--- src/rtl/uart_cmd_pkg.sv ---
// Shared definitions for the UART command parser (FSM states, length-field width).
// The optional checksum stage is enabled by defining UART_CMD_CSUM_EN.
package uart_cmd_pkg;

  localparam int unsigned LEN_W = 4;

  typedef enum logic [2:0] {
    ST_IDLE   = 3'd0,
    ST_OPCODE = 3'd1,
    ST_LEN    = 3'd2,
    ST_ARGS   = 3'd3,
    ST_CSUM   = 3'd4,
    ST_HOLD   = 3'd5
  } cmd_state_e;

endpackage

--- src/rtl/uart_cmd_timeout.sv ---
// Reloadable idle-cycle down-counter: expired is high once CYCLES enabled cycles
// have passed since the last clear. Reusable by other UART-facing blocks.
module uart_cmd_timeout #(
  parameter int unsigned CYCLES = 50000
) (
  input  logic clk,
  input  logic rst,
  input  logic clear,
  input  logic en,
  output logic expired
);

  localparam int unsigned        CNT_W  = $clog2(CYCLES + 1);
  localparam logic [CNT_W-1:0]   RELOAD = CNT_W'(CYCLES - 1);

  logic [CNT_W-1:0] cnt_r;

  // Reload on clear, count down while enabled, park at zero.
  always_ff @(posedge clk or posedge rst) begin
    if (rst) begin
      cnt_r <= '0;
    end else if (clear) begin
      cnt_r <= RELOAD;
    end else if (en && (cnt_r != '0)) begin
      cnt_r <= cnt_r - CNT_W'(1);
    end else begin
      cnt_r <= cnt_r;
    end
  end

  assign expired = en && (cnt_r == '0);

endmodule

--- src/rtl/uart_cmd_parser.sv ---
// Framed UART command parser: SYNC, opcode, length, args -> one valid/ready command.
// Define UART_CMD_CSUM_EN to append an XOR checksum byte to every frame (enables err_csum).
module uart_cmd_parser
  import uart_cmd_pkg::*;
#(
  parameter int unsigned        DATA_W         = 8,
  parameter int unsigned        MAX_ARGS       = 4,
  parameter logic [DATA_W-1:0]  SYNC_BYTE      = 8'hAA,
  parameter int unsigned        TIMEOUT_CYCLES = 50000
) (
  input  logic                         clk,
  input  logic                         rst,
  input  logic                         UART_Rx_Data_Ready,
  input  logic [DATA_W-1:0]            UART_Rx_Data,
  output logic                         cmd_valid,
  input  logic                         cmd_ready,
  output logic [DATA_W-1:0]            cmd_opcode,
  output logic [LEN_W-1:0]             cmd_len,
  output logic [MAX_ARGS*DATA_W-1:0]   cmd_args,
  output logic                         err_len,
  output logic                         err_timeout,
  output logic                         err_csum,
  output logic                         err_overrun
);

  localparam logic [DATA_W-1:0] MAX_ARGS_B = DATA_W'(MAX_ARGS);

`ifdef UART_CMD_CSUM_EN
  localparam cmd_state_e ST_FRAME_END = ST_CSUM;
`else
  localparam cmd_state_e ST_FRAME_END = ST_HOLD;
`endif

  cmd_state_e                 state_r;
  cmd_state_e                 state_s;

  logic                       byte_s;
  logic                       counting_s;
  logic                       accept_s;
  logic                       tmo_clear_s;
  logic                       tmo_expired_s;
  logic                       len_ok_s;
  logic                       len_zero_s;
  logic                       last_arg_s;

  logic                       start_frame_s;
  logic                       cap_opcode_s;
  logic                       cap_len_s;
  logic                       cap_arg_s;

  logic [DATA_W-1:0]          opcode_r;
  logic [LEN_W-1:0]           len_r;
  logic [LEN_W-1:0]           idx_r;
  logic [MAX_ARGS*DATA_W-1:0] args_r;

  logic                       cmd_valid_s;
  logic                       err_len_s;
  logic                       err_timeout_s;
  logic                       err_csum_s;
  logic                       err_overrun_s;
  logic                       cmd_valid_r;
  logic                       err_len_r;
  logic                       err_timeout_r;
  logic                       err_csum_r;
  logic                       err_overrun_r;

  assign byte_s      = UART_Rx_Data_Ready;
  assign counting_s  = (state_r == ST_OPCODE) || (state_r == ST_LEN) ||
                       (state_r == ST_ARGS)   || (state_r == ST_CSUM);
  // An expiring timeout swallows a byte that lands in the same cycle.
  assign accept_s    = byte_s && !tmo_expired_s;
  assign tmo_clear_s = byte_s || !counting_s;
  assign len_ok_s    = (UART_Rx_Data <= MAX_ARGS_B);
  assign len_zero_s  = (UART_Rx_Data == '0);
  assign last_arg_s  = (idx_r == (len_r - LEN_W'(1)));

  uart_cmd_timeout #(
    .CYCLES (TIMEOUT_CYCLES)
  ) u_timeout (
    .clk     (clk),
    .rst     (rst),
    .clear   (tmo_clear_s),
    .en      (counting_s),
    .expired (tmo_expired_s)
  );

`ifdef UART_CMD_CSUM_EN
  logic [DATA_W-1:0] csum_r;
  logic              csum_ok_s;

  function automatic logic [DATA_W-1:0] csum_fold(input logic [DATA_W-1:0] acc,
                                                  input logic [DATA_W-1:0] data);
    return acc ^ data;
  endfunction

  // XOR accumulator over opcode, length and argument bytes of the current frame.
  always_ff @(posedge clk or posedge rst) begin
    if (rst) begin
      csum_r <= '0;
    end else if (start_frame_s) begin
      csum_r <= '0;
    end else if (cap_opcode_s || cap_len_s || cap_arg_s) begin
      csum_r <= csum_fold(csum_r, UART_Rx_Data);
    end else begin
      csum_r <= csum_r;
    end
  end

  assign csum_ok_s = (UART_Rx_Data == csum_r);
`endif

  // State register.
  always_ff @(posedge clk or posedge rst) begin
    if (rst) begin
      state_r <= ST_IDLE;
    end else begin
      state_r <= state_s;
    end
  end

  // Next-state logic.
  always_comb begin
    state_s = state_r;
    case (state_r)
      ST_IDLE: begin
        if (byte_s && (UART_Rx_Data == SYNC_BYTE)) state_s = ST_OPCODE;
        else                                       state_s = ST_IDLE;
      end
      ST_OPCODE: begin
        if (tmo_expired_s) state_s = ST_IDLE;
        else if (byte_s)   state_s = ST_LEN;
        else               state_s = ST_OPCODE;
      end
      ST_LEN: begin
        if (tmo_expired_s)   state_s = ST_IDLE;
        else if (!byte_s)    state_s = ST_LEN;
        else if (!len_ok_s)  state_s = ST_IDLE;
        else if (len_zero_s) state_s = ST_FRAME_END;
        else                 state_s = ST_ARGS;
      end
      ST_ARGS: begin
        if (tmo_expired_s)            state_s = ST_IDLE;
        else if (byte_s && last_arg_s) state_s = ST_FRAME_END;
        else                          state_s = ST_ARGS;
      end
      ST_CSUM: begin
`ifdef UART_CMD_CSUM_EN
        if (tmo_expired_s)  state_s = ST_IDLE;
        else if (!byte_s)   state_s = ST_CSUM;
        else if (csum_ok_s) state_s = ST_HOLD;
        else                state_s = ST_IDLE;
`else
        state_s = ST_IDLE;
`endif
      end
      ST_HOLD: begin
        if (cmd_valid_r && cmd_ready) state_s = ST_IDLE;
        else                          state_s = ST_HOLD;
      end
      default: state_s = ST_IDLE;
    endcase
  end

  // Output and datapath-enable decode.
  always_comb begin
    start_frame_s = (state_r == ST_IDLE) && (state_s == ST_OPCODE);
    cap_opcode_s  = (state_r == ST_OPCODE) && accept_s;
    cap_len_s     = (state_r == ST_LEN) && accept_s && len_ok_s;
    cap_arg_s     = (state_r == ST_ARGS) && accept_s;
    cmd_valid_s   = (state_s == ST_HOLD);
    err_len_s     = (state_r == ST_LEN) && accept_s && !len_ok_s;
    err_timeout_s = tmo_expired_s;
    err_overrun_s = (state_r == ST_HOLD) && byte_s;
`ifdef UART_CMD_CSUM_EN
    err_csum_s    = (state_r == ST_CSUM) && accept_s && !csum_ok_s;
`else
    err_csum_s    = 1'b0;
`endif
  end

  // Frame fields; argument slots are wiped when a new frame starts.
  always_ff @(posedge clk or posedge rst) begin
    if (rst) begin
      opcode_r <= '0;
      len_r    <= '0;
      idx_r    <= '0;
      args_r   <= '0;
    end else begin
      if (cap_opcode_s) opcode_r <= UART_Rx_Data;
      if (cap_len_s) begin
        len_r <= UART_Rx_Data[LEN_W-1:0];
        idx_r <= '0;
      end else if (cap_arg_s) begin
        idx_r <= idx_r + LEN_W'(1);
      end
      if (start_frame_s) begin
        args_r <= '0;
      end else if (cap_arg_s) begin
        for (int i = 0; i < int'(MAX_ARGS); i++) begin
          if (idx_r == LEN_W'(i)) args_r[i*DATA_W +: DATA_W] <= UART_Rx_Data;
        end
      end
    end
  end

  // Registered command-valid and single-cycle error strobes.
  always_ff @(posedge clk or posedge rst) begin
    if (rst) begin
      cmd_valid_r   <= 1'b0;
      err_len_r     <= 1'b0;
      err_timeout_r <= 1'b0;
      err_csum_r    <= 1'b0;
      err_overrun_r <= 1'b0;
    end else begin
      cmd_valid_r   <= cmd_valid_s;
      err_len_r     <= err_len_s;
      err_timeout_r <= err_timeout_s;
      err_csum_r    <= err_csum_s;
      err_overrun_r <= err_overrun_s;
    end
  end

  assign cmd_valid   = cmd_valid_r;
  assign cmd_opcode  = opcode_r;
  assign cmd_len     = len_r;
  assign cmd_args    = args_r;
  assign err_len     = err_len_r;
  assign err_timeout = err_timeout_r;
  assign err_csum    = err_csum_r;
  assign err_overrun = err_overrun_r;

endmodule

--- config.mk ---
export PLATFORM = sky130hd
export DESIGN_NAME = uart_cmd_parser
export DESIGN_NICKNAME = d
export VERILOG_FILES = /design/src/rtl/uart_cmd_pkg.sv /design/src/rtl/uart_cmd_timeout.sv /design/src/rtl/uart_cmd_parser.sv
export SDC_FILE = /design/constraint.sdc
export NUM_CORES = 1
export LEC_CHECK = 0
export BUFFER_PORTS_ARGS = -buffer_cell sky130_fd_sc_hd__buf_2
export CAP_MARGIN = 20
export CELL_PAD_IN_SITES_DETAIL_PLACEMENT = 2
export CELL_PAD_IN_SITES_GLOBAL_PLACEMENT = 2
export CORE_MARGIN = 1
export CORE_UTILIZATION = 30
export DETAILED_ROUTE_END_ITERATION = 8
export HOLD_SLACK_MARGIN = 0.12
export PLACE_DENSITY = 0.79
export SLEW_MARGIN = 30
export SYNTH_ARGS = -nofsm -noshare
export SYNTH_HDL_FRONTEND = slang
export SYNTH_SLANG_ARGS = --single-unit
--- constraint.sdc ---
create_clock -name clk -period 2.44 [get_ports clk]
set_input_delay 0.244 -clock clk [delete_from_list [all_inputs] [get_ports clk]]
set_output_delay 0.244 -clock clk [all_outputs]
set_load 0.05 [all_outputs]
### Word level (Yosys, flattened, before mapping)

Cells that the tools add are included.

| cells by class | value |
|---|---|
| $add $sub $neg | 3 |
| order comparisons | 1 |
| equality and inequality tests | 12 |
| mux-type cells | 21 |
| reductions and logical operators | 36 |

Operator list:

| kind | count |
|---|---|
| 2-to-1 mux 32 bit | 2 |
| 2-to-1 mux 16 bit | 2 |
| 2-to-1 mux 8 bit | 4 |
| 2-to-1 mux 3 bit | 7 |
| zero test 16 bit | 1 |
| nonzero test 16 bit | 1 |
| subtractor 16 x 1 -> 16 bit (second input constant) | 1 |
| one-hot mux 3 bit (5 select lines) | 1 |
| nonzero test 2 bit | 7 |
| logical AND 1 bit | 13 |
| == test 3 bit (second input constant) | 3 |
| == test 4 x 2 -> 1 bit (second input constant) | 2 |
| == test 8 bit (second input constant) | 1 |
| less-or-equal comparator 8 x 3 -> 1 bit (second input constant) | 1 |
| zero test 8 bit | 1 |
| 2-to-1 mux 4 bit | 2 |
| AND reduction 2 bit | 4 |
| == test 3 x 1 -> 1 bit (second input constant) | 2 |
| == test 3 x 2 -> 1 bit (second input constant) | 2 |
| adder 4 x 1 -> 4 bit (second input constant) | 1 |
| == test 4 x 1 -> 1 bit (second input constant) | 1 |
| == test 4 bit | 1 |
| zero test 4 bit | 1 |
| logical OR 1 bit | 4 |
| 5 further kinds | 8 |

| word-level totals | value |
|---|---|
| bits in registers | 71 |
| bits of input ports | 12 |
| output and inout bits | 49 |
| logic and storage cells | 86 |

### Logic depth before layout (Yosys ltp)

Gate-level depths: netlist of the first run.

| logic depth | value |
|---|---|
| word-level depth | 11 |
| depth in mapped cells | 10 |
| gate-level depth less buffers | 7 |

### Modules after synthesis

From an unflattened synthesis of the first run, not the netlist that was laid out.

| second synthesis, totals | value |
|---|---|
| cells, all modules | 322 |
| area total of the unflattened synthesis | 3529.6 µm² |

By module, submodules not included:

| module | instances | cells an instance | area each (µm²) | seq. area each (µm²) |
|---|---|---|---|---|
| uart_cmd_parser | 1 | 219 | 2552.4 | 1376.3 |
| uart_cmd_timeout | 1 | 103 | 977.2 | 400.4 |

### Worst setup path before layout of the first run

Ideal clock, no wire load.

| timing path | value |
|---|---|
| path type | reg-to-reg |
| from | register u_timeout.cnt_r[0] |
| to | register len_r[0] (netlist: cmd_len[0]) |
| setup time | 0.125 ns |
| arrival time | 2.415 ns |
| required time | 2.315 ns |
| setup slack | -0.100 ns |
| stages on the path, launching flop included | 9 |
| path buffers | 1 |
| clock period less this slack | 2.540 ns |
| path through | dfrtp_1 inv_1 ha_1 or4b_1 or4_1 clkbuf_1 nand2b_1 nand3_1 mux2_2 |

| between the ends | value |
|---|---|
| cells in the longest elaborated chain, start to end | 6 |

Ends and longest elaborated chain:

| element | RTL line | source |
|---|---|---|
| from (decl) | uart_cmd_timeout.sv:16 | `logic [CNT_W-1:0] cnt_r;` |
| from (signal assigned) | uart_cmd_timeout.sv:25 | `cnt_r <= cnt_r - CNT_W'(1);` |
| from (signal assigned) | uart_cmd_timeout.sv:27 | `cnt_r <= cnt_r;` |
| zero test 16 bit | uart_cmd_timeout.sv:31 | `assign expired = en && (cnt_r == '0);` |
| logical AND 1 bit | uart_cmd_timeout.sv:31 |  |
| zero test 1 bit | uart_cmd_parser.sv:71 | `assign accept_s = byte_s && !tmo_expired_s;` |
| logical AND 1 bit | uart_cmd_parser.sv:71 |  |
| logical AND 1 bit (2 in a row) | uart_cmd_parser.sv:168 | `cap_len_s = (state_r == ST_LEN) && accept_s && len_ok_s;` |
| to (signal assigned) | uart_cmd_parser.sv:191 | `len_r <= UART_Rx_Data[LEN_W-1:0];` |
| to (decl) | uart_cmd_parser.sv:52 | `logic [LEN_W-1:0] len_r;` |

Every way passes these cells.
A chain may end at the register's enable or synchronous reset.

### Worst setup path in the final report of the first run

| timing path | value |
|---|---|
| from | register u_timeout.cnt_r[1] |
| to | register opcode_r[0] (netlist: cmd_opcode[0]) |

| between the ends | value |
|---|---|
| cells in the longest elaborated chain, start to end | 5 |

Ends and longest elaborated chain:

| element | RTL line | source |
|---|---|---|
| zero test 16 bit | uart_cmd_timeout.sv:31 |  |
| logical AND 1 bit | uart_cmd_timeout.sv:31 |  |
| zero test 1 bit | uart_cmd_parser.sv:71 |  |
| logical AND 1 bit | uart_cmd_parser.sv:71 |  |
| logical AND 1 bit | uart_cmd_parser.sv:167 | `cap_opcode_s = (state_r == ST_OPCODE) && accept_s;` |
| to (signal assigned) | uart_cmd_parser.sv:189 | `if (cap_opcode_s) opcode_r <= UART_Rx_Data;` |
| to (decl) | uart_cmd_parser.sv:51 | `logic [DATA_W-1:0] opcode_r;` |

Every way passes these cells.

==> reports/qor.txt, run 1 <==
outcome = complete, no violations
DR WL/cell = 18.3 µm
Worst Tran Pin Value = 668 ps
met2 Use GR = 0.299
sequential share of power = 0.458
vias in the first global route = 2,945
VDD IR max = 270 µV
post-DP HPWL = 7230 µm
leading area contributor after synthesis = dfrtp_1
TritonCTS buffer count = 9
Maximum Capacitance Violations = 0
setup TNS = 0 ps
sequential area share after synthesis = 0.524
Logic pwr share = 0.083
GP Congestion = 0.776
synthesized flop and latch total = 71
remaining antenna violation count = 0
Rows = 38
max frequency = 0.422 GHz
ranking of synthesized cells by area = dfrtp_1 (52%), mux2i_1 (5.0%), nand2_1 (4.9%)
# nets final = 419
sw power = 697 µW
cell-by-cell trace of the critical path = inv_2, ha_1, or4b_4, or4_4, nand3_2, mux2_2
HP Class = input pin to flip-flop
Layout Skew = 9.95 ps
data required time of the critical path = 2660 ps
clock sinks = 71
Gate Count Post-Synth = 333
number of synthesized flops with an enable pin = 0
final hold vios = 0
Horiz. Die Dim = 108 µm
Initial Util = 0.310
TritonCTS clock tree = yes
Worst path max stage delay = 500 ps
Vias = 2,742
largest net degree at the start of global routing = 43
Net Sw Frac = 0.262
layout cells sized above 1 = 0.295
post-place setup slack = -2.35 ps
post-synthesis async set-or-reset flop share = 1.00
CP Launch Type = flip-flop
crit path kind = flip-flop to flip-flop
M3 GR Usage = 0.0307
first-pass GRT wire length = 16,000 µm
post-route setup slack = 70.7 ps
GR peak layer = met2
final period utilization = 0.971
Rel. slew slack = 0.554
post-layout minimum cycle time = 2370 ps
hold path cells = 3
final-report max-slew violation count = 0
global-route usage over all layers = 0.183
initial antenna violation count = 0
clock root buffer = clkbuf_16
DR iter-0 viols = 77
net count after synthesis = 352
GR met1 Demand/Resource = 0.246
synth warn = 0
GRT overflow = 0
routed wire length = 9930 µm
Synth top area share = 0.524
CP arrival = 2590 ps
Core ar. = 10,900 µm²
CP max stage cell = or4b_4
area grow syn2layout = 23.4%
distinct cell type count after synthesis = 42
Synth Area per Inst = 10.2 µm²
1st-pass router iterations = 4
die area = 11,700 µm²
DR vias/cell = 5.04
Max FO, Critical Path = 10
Top Ports = 61
Antenna Diode Count = 0
Final Setup Violations = 0
H-tree levels = 3
IO buf count = 59
worst skew pair latency = 340 ps
DR DRC count = 0
Clock power frac = 0.460
Pint = 1970 µW
Syn Std Cell Area = 3390 µm²
Leak = 0.00197 µW
PD cells = 636 nW/µm²
die height = 108 µm
CTS Buffer Depth = 2
top_reg_cell synth = dfrtp_1
Worst-path clk slew = 60 ps
reg2reg path depth = 6
crit end category = flip-flop
RSZ-0062 raised after global routing = no
[cell usage in the layout, fill, tap and decap left out, types with 2 or more instances in the layout]
cell type   count
xor2_1         12
o21ai_1         7
dfrtp_1        71
nor2b_1         3
buf_2          59
clkinv_2        2
o31ai_1         4
and2_1          2
nand2b_1        2
nand2_1        44
nor3_1          7
or4_1           5
or3_1           3
a31oi_1         2
mux2_2          9
ha_1            7
or2_2           2
or4_4           2
inv_2           3
nor2_1         37
inv_1           7
and3_2          3
mux2i_1        17
a21oi_1         4
nor4_1          7
o21ai_0        14
xnor2_1         7
and3_4          2
clkbuf_16       9
nand3_2         3
nand3_1         8
clkinvlp_4      2
buf_4          16
nand4_1         4
[path summary, 6_finish.rpt]
path | startpoint | to | slack [ps]
max | u_timeout.cnt_r[1] | cmd_opcode[0] | 70
min | UART_Rx_Data[6] | cmd_args[6] | 220
max reg2reg | u_timeout.cnt_r[1] | cmd_opcode[0] | 70
min reg2reg | cmd_opcode[7] | cmd_opcode[7] | 500
max in group asynchronous | rst | u_timeout.cnt_r[7] | 1220
min in group asynchronous | rst | cmd_args[3] | 560
[synth_stat cells, drive strengths merged (2+ instances only)]
cell    instances
dfrtp          71
nand2          44
nor2           37
o21ai          21
mux2i          17
buf            12
xor2           12
nand3          11
inv            10
clkbuf          9
mux2            9
nor3            8
nor4            8
ha              7
or4             7
xnor2           7
and3            6
a21oi           4
nand4           4
o31ai           4
nand2b          3
nor2b           3
or3             3
a31oi           2
and2            2
or2             2
[critical path, delay by kind of cell, from the launching register on]
family,cells,cell delay [ps]
DFF,1,410
adders and majority gates,1,130
and+or+nand+nor,3,1240
buffers and inverters,1,100
muxes,1,380
[through the flow]
step	area (µm²)	utilization	total power [µW]	instances	hold WS, ps
floorplan	3410	-	1390	333	361
global placement	3870	0.354	1450	528	374
detailed placement	3870	0.354	1460	528	388
CTS	4150	0.380	2700	544	212
global route	4190	0.383	2760	544	228
finish	4190	0.383	2660	544	217
[layer usage]
layer | routed length, µm | share of wire
met1 | 4660 | 0.47
met2 | 4870 | 0.49
met4 | 135 | 0.014
met5 | 0 | 0
met3 | 262 | 0.026
[cell families (layout without fill, tap and decap cells)]
logic type      count (synthesis)  count (layout)  synth area share
buf+inv                        31             102            0.0557
mux                            26              26            0.0800
xor+xnor                       19              19            0.0491
other cells                     1               1           0.00111
compound gates                 37              37            0.0638
simple gates                  141             141             0.201
fa+ha+maj                       7               7            0.0258
flops                          71              71             0.524
[layout make-up]
cell class | instances | area, µm²
Clock buffer | 10 | 239
Clock inverter | 5 | 33.8
Fill cell | 1188 | 6750
Inverter | 10 | 37.5
Multi-Input combinational cell | 231 | 1480
Sequential cell | 71 | 1780
Tap cell | 140 | 175
Timing Repair Buffer | 77 | 445
[power by group through the flow]
stage               sequential, µW  clock [µW]  combinational [µW]
floorplan                     1320           0                63.5
global placement              1240           0                 217
detailed placement            1240           0                 221
CTS                           1220        1260                 223
global route                  1220        1300                 235
finish                        1220        1220                 220
[sequential cells by signal (all words and copies together) (netlist names)]
signal and count:
cmd_len 4, u_timeout.cnt_r 16, cmd_opcode 8, idx_r 4
state_r 3, cmd_args 32, cmd_valid 1, err_timeout 1
err_overrun 1, err_len 1
[what timing repair did]
item / 4_1_cts / 5_1_grt
hold buffers: 1 / 0
setup buffers: 0 / 0
endpoints found under the setup margin: 1 / 36
gates resized for setup: 1 / 11
pin swaps: 0 / 0
hold endpoints to repair: 29 / 0
No activity file was read; power rests on OpenSTA's default activity.
==> inputs of run 2 (changes only) <==
Settings changed: SETUP_SLACK_MARGIN from default to 0.15.
==> reports/qor.txt, run 2 (synthesis results as in run 1) <==
CTS Buffer Depth = 2 (unchanged)
Core ar. = 10,900 µm² (unchanged)
Rows = 38 (unchanged)
CP arrival = 2500 ps (-90 ps)
DR WL/cell = 20.2 µm (+10%)
Final Setup Violations = 0 (unchanged)
Util after Layout = 0.407 (+0.0241)
crit path kind = flip-flop to flip-flop
first-pass GRT wire length = 17,200 µm (+7.5%)
GP Congestion = 0.783 (+0.85%)
RSZ-0062 raised after global routing = yes
data required time of the critical path = 2660 ps (about the same)
1st-pass router iterations = 4 (unchanged)
CP delay by family, top = simple AND/OR/NAND/NOR gates
Layout Skew = 13.9 ps (+3.93 ps)
commonest non-fill, non-tap cells in the layout = dfrtp_1 (71), buf_2 (59), nand2_1 (44)
critical path buffer and inverter count = 1 (unchanged)
CP Launch Type = flip-flop
post-DP HPWL = 6970 µm (-3.6%)
CP max stage cell = or4b_4
H-tree levels = 3 (unchanged)
DR DRC count = 0 (unchanged)
clock sinks = 71 (unchanged)
clock root buffer = clkbuf_16
area grow syn2layout = 31.2%
Max FO, Critical Path = 5 (-5)
die height = 108 µm (unchanged)
final hold vios = 0 (unchanged)
setup TNS = 0 ps (unchanged)
Rel. slew slack = 0.647 (+0.0932)
layout cells sized above 1 = 0.332 (+0.0372)
global-route usage over all layers = 0.198 (+0.0148)
HP Class = input pin to flip-flop
flop2flop setup slack = 160 ps (+90 ps)
cell-by-cell trace of the critical path = inv_2, ha_1, or4b_4, or4_4, nand2b_4, nand3_4, mux2_4
GRT overflow = 0 (unchanged)
initial antenna violation count = 0 (unchanged)
Tot Pwr = 2810 µW (+5.3%)
Maximum Capacitance Violations = 0 (unchanged)
IO buf count = 59 (unchanged)
max frequency = 0.439 GHz (+4.1%)
worst skew pair latency = 340 ps (about the same)
PD cells = 630 nW/µm² (-0.93%)
TritonCTS clock tree = yes
VDD IR max = 325 µV (+20%)
Worst path max stage delay = 500 ps (about the same)
vias in the first global route = 3,126 (+6.1%)
Largest register FFs = 32 (unchanged)
Leak = 0.00212 µW (+7.6%)
Horiz. Die Dim = 108 µm (unchanged)
DR iter-0 viols = 106 (+38%)
Worst Tran Pin Value = 529 ps (-139 ps)
CP Depth = 7 (+1)
final period utilization = 0.933 (-0.0379)
hold path cells = 3 (unchanged)
routed wire length = 11,300 µm (+14%)
Vias = 2,830 (+3.2%)
TritonCTS buffer count = 9 (unchanged)
crit end category = flip-flop
Worst Hold Slack = 194 ps (-23.1 ps)
Worst-path clk slew = 70 ps (about the same)
outcome = complete, no violations
reg2reg path depth = 7 (+1)
commonest non-fill, non-tap cell in the layout = dfrtp_1
remaining antenna violation count = 0 (unchanged)
Top Ports = 61 (unchanged)
post-layout minimum cycle time = 2280 ps (-92.4 ps)
Antenna Diode Count = 0 (unchanged)
die area = 11,700 µm² (unchanged)
largest net degree at the start of global routing = 41 (-4.7%)
final-report max-slew violation count = 0 (unchanged)
DR vias/cell = 5.04 (about the same)
# nets final = 436 (+4.1%)
Initial Util = 0.310 (unchanged)
==> run 2: tightest hold or removal path, stage by stage <==
cell and delay [ps]:
buf_2 140, nand2_1 70, o21ai_1 50
==> run 2: final timing paths <==
check	endpoint	startpoint
worst max-delay path	cmd_len[2]	u_timeout.cnt_r[0]
worst min-delay path	cmd_args[22]	UART_Rx_Data[6]
worst max register to register	cmd_len[2]	u_timeout.cnt_r[0]
worst min register to register	cmd_args[26]	cmd_args[26]
max in group asynchronous	cmd_args[27]	rst
min in group asynchronous	err_timeout	rst
==> run 2: power by group <==
part	switching, µW	leakage [µW]	internal (µW)
Combinational	173	0.00105	66.4
Clock	543	0.000143	800
Sequential	19.6	0.000930	1200
==> run 2: final cells by class <==
| class | instances | area, µm² |
|---|---|---|
| clock buffers | 10 | 229 |
| fillers | 1160 | 6490 |
| repair buffers | 91 | 562 |
| multi-input cells | 234 | 1600 |
| flip-flops and latches | 71 | 1780 |
| inverters | 10 | 37.5 |
| clock inverters | 6 | 68.8 |
| well taps | 140 | 175 |
==> run 2: repair_timing <==
item / CTS / global route
endpoints found under the setup margin: 40 / 57
gates cloned: 2 / 1
gates resized for setup: 6 / 18
endpoints found under the hold margin: 71 / 0
setup buffers: 10 / 5
pin swaps: 3 / 6
hold buffers: 1 / 0
==> run 2: metal layers <==
metal	track usage	wire (µm)	up-vias
met5	0	0	-
met4	0.0714	172	0
met3	0.0362	295	15
met2	0.333	5700	52
met1	0.254	5160	1455
li1	-	-	1308
==> run 2: metrics by stage <==
stage                     cells  setup slack (ps)  instance area (µm²)
after detailed placement    527              41.3                 3880
final                       562               163                 4450
after floorplan             333              51.4                 3440
after global routing        562               112                 4450
after CTS                   556              57.9                 4320
after global placement      527               112                 3880
==> inputs of run 3 (changes only) <==
Settings changed: CTS_CLUSTER_DIAMETER from default to 120, PLACE_DENSITY 0.79 to default, PLACE_DENSITY_LB_ADDON from default to 0.1.
Clock period 2.44 ns to 2.11 ns, I/O delays scaled along.
==> reports/qor.txt, run 3 (synthesis results as in run 1) <==
outcome = finished, violations left
failing checks = negative setup slack
GRT overflow = 0 (unchanged)
1st-pass router iterations = 5 (+1)
Max FO, Critical Path = 6 (+1)
initial antenna violation count = 0 (unchanged)
Layout Skew = 7.34 ps (-6.54 ps)
Worst Tran Pin Value = 600 ps (+71.4 ps)
TritonCTS clock tree = yes
Worst-path clk slew = 60 ps (about the same)
DR iter-0 viols = 74 (-30%)
worst skew pair latency = 340 ps (about the same)
CTS Buffer Depth = 2 (unchanged)
max frequency = 0.443 GHz (+0.79%)
Core ar. = 10,900 µm² (unchanged)
Top Ports = 61 (unchanged)
Rel. slew slack = 0.599 (-0.0485)
RSZ-0062 raised after global routing = yes
clock sinks = 71 (unchanged)
Horiz. Die Dim = 108 µm (unchanged)
Vias = 2,903 (+2.6%)
vias in the first global route = 3,100 (-0.83%)
Worst Hold Slack = 175 ps (-18.7 ps)
DR WL/cell = 18.9 µm (-6.2%)
clock root buffer = clkbuf_16
Leak = 0.00227 µW (+7.0%)
layout cells sized above 1 = 0.433 (+0.102)
commonest non-fill, non-tap cells in the layout = dfrtp_1 (71), buf_2 (59), buf_4 (41)
DR DRC count = 0 (unchanged)
Largest register FFs = 32 (unchanged)
HP Class = input pin to flip-flop
Final Cell Area = 4800 µm² (+7.9%)
Antenna Diode Count = 0 (unchanged)
CP arrival = 2480 ps (-20 ps)
TritonCTS buffer count = 9 (unchanged)
final period utilization = 1.07 (+0.137)
die area = 11,700 µm² (unchanged)
post-layout minimum cycle time = 2260 ps (-17.9 ps)
post-route insts no fill = 583 (+3.7%)
area grow syn2layout = 41.6%
Maximum Capacitance Violations = 0 (unchanged)
die height = 108 µm (unchanged)
GP Congestion = 0.769 (-1.8%)
Placed Instances = 547 (+3.8%)
dpl cell area = 4060 µm² (+4.7%)
H-tree levels = 3 (unchanged)
post-DP HPWL = 7170 µm (+2.9%)
crit path kind = flip-flop to flip-flop
first-pass GRT wire length = 16,700 µm (-2.8%)
# nets final = 457 (+4.8%)
Tot Pwr = 3270 µW (+16%)
VDD IR max = 319 µV (-2.1%)
PD cells = 680 nW/µm² (+7.9%)
Rows = 38 (unchanged)
Final Setup Violations = 59 (+59)
commonest non-fill, non-tap cell in the layout = dfrtp_1
CP Launch Type = flip-flop
post-route setup slack = -149 ps (-312 ps)
Initial Util = 0.310 (unchanged)
final-report max-slew violation count = 0 (unchanged)
DR vias/cell = 4.98 (-1.1%)
largest net degree at the start of global routing = 48 (+17%)
final hold vios = 0 (unchanged)
routed wire length = 11,000 µm (-2.7%)
remaining antenna violation count = 0 (unchanged)
IO buf count = 59 (unchanged)
crit end category = flip-flop
global-route usage over all layers = 0.194 (-0.00364)
data required time of the critical path = 2340 ps (-320 ps)
run 3: changes by cell type in the layout (fill, tap and decap cells not counted), moves of 5 or more:
cell and delta:
buf_6 +5, buf_4 +14, nand2_2 +8, nand2_1 -8
run 3: through the flow:
| step | setup TNS (ps) | setup slack (ps) | util |
|---|---|---|---|
| after floorplan | -8890 | -279 | - |
| after global placement | -2980 | -154 | 0.372 |
| after detailed placement | -4780 | -205 | 0.372 |
| after CTS | -3330 | -113 | 0.416 |
| after global routing | -7920 | -207 | 0.439 |
| final | -4020 | -149 | 0.439 |
run 3: repair_timing:
action	4_1_cts	5_1_grt
endpoints found under the setup margin	69	70
pin swaps	21	24
hold endpoints to repair	24	0
resized for setup	27	41
setup buffers	7	7
hold buffers	1	0
gates cloned	1	4
run 3: cell type report:
cell class	instances	area (µm²)
inverter	10	41.3
clock buffer	11	253
timing repair buffer	110	723
sequential	71	1780
clock inverter	5	56.3
tap	140	175
multi-input combinational	236	1780
fill	1187	6130
run 3: worst max-delay path: stages (launching register included):
cell	delay, ps
dfrtp_1	390
inv_2	90
ha_4	120
or4b_4	500
or4_4	520
nand3_2	170
mux2_2	350
run 3: path summary, 6_finish.rpt:
path | slack (ps) | depth (start not counted) | from | endpoint
max | -150 | 6 | u_timeout.cnt_r[0] | cmd_opcode[7]
min in group asynchronous | 480 | 3 | rst | cmd_args[5]
min | 180 | 3 | UART_Rx_Data[6] | cmd_args[14]
min reg2reg | 500 | 1 | cmd_opcode[7] | cmd_opcode[7]
max in group asynchronous | 1000 | 4 | rst | u_timeout.cnt_r[9]
max reg2reg | -150 | 6 | u_timeout.cnt_r[0] | cmd_opcode[7]
run 3: report_power, final:
| part | switching [µW] | internal [µW] | leakage [µW] |
|---|---|---|---|
| Sequential | 21.2 | 1390 | 0.000930 |
| Clock | 591 | 977 | 0.000152 |
| Combinational | 207 | 78.0 | 0.00119 |
| Total | 819 | 2450 | 0.00227 |
run 3: routing by layer:
layer	global-route usage	wire length (µm)	up-vias
li1	-	-	1359
met1	0.263	5380	1490
met2	0.306	5200	42
met3	0.0325	254	12
met4	0.0840	185	0
met5	0	0	-
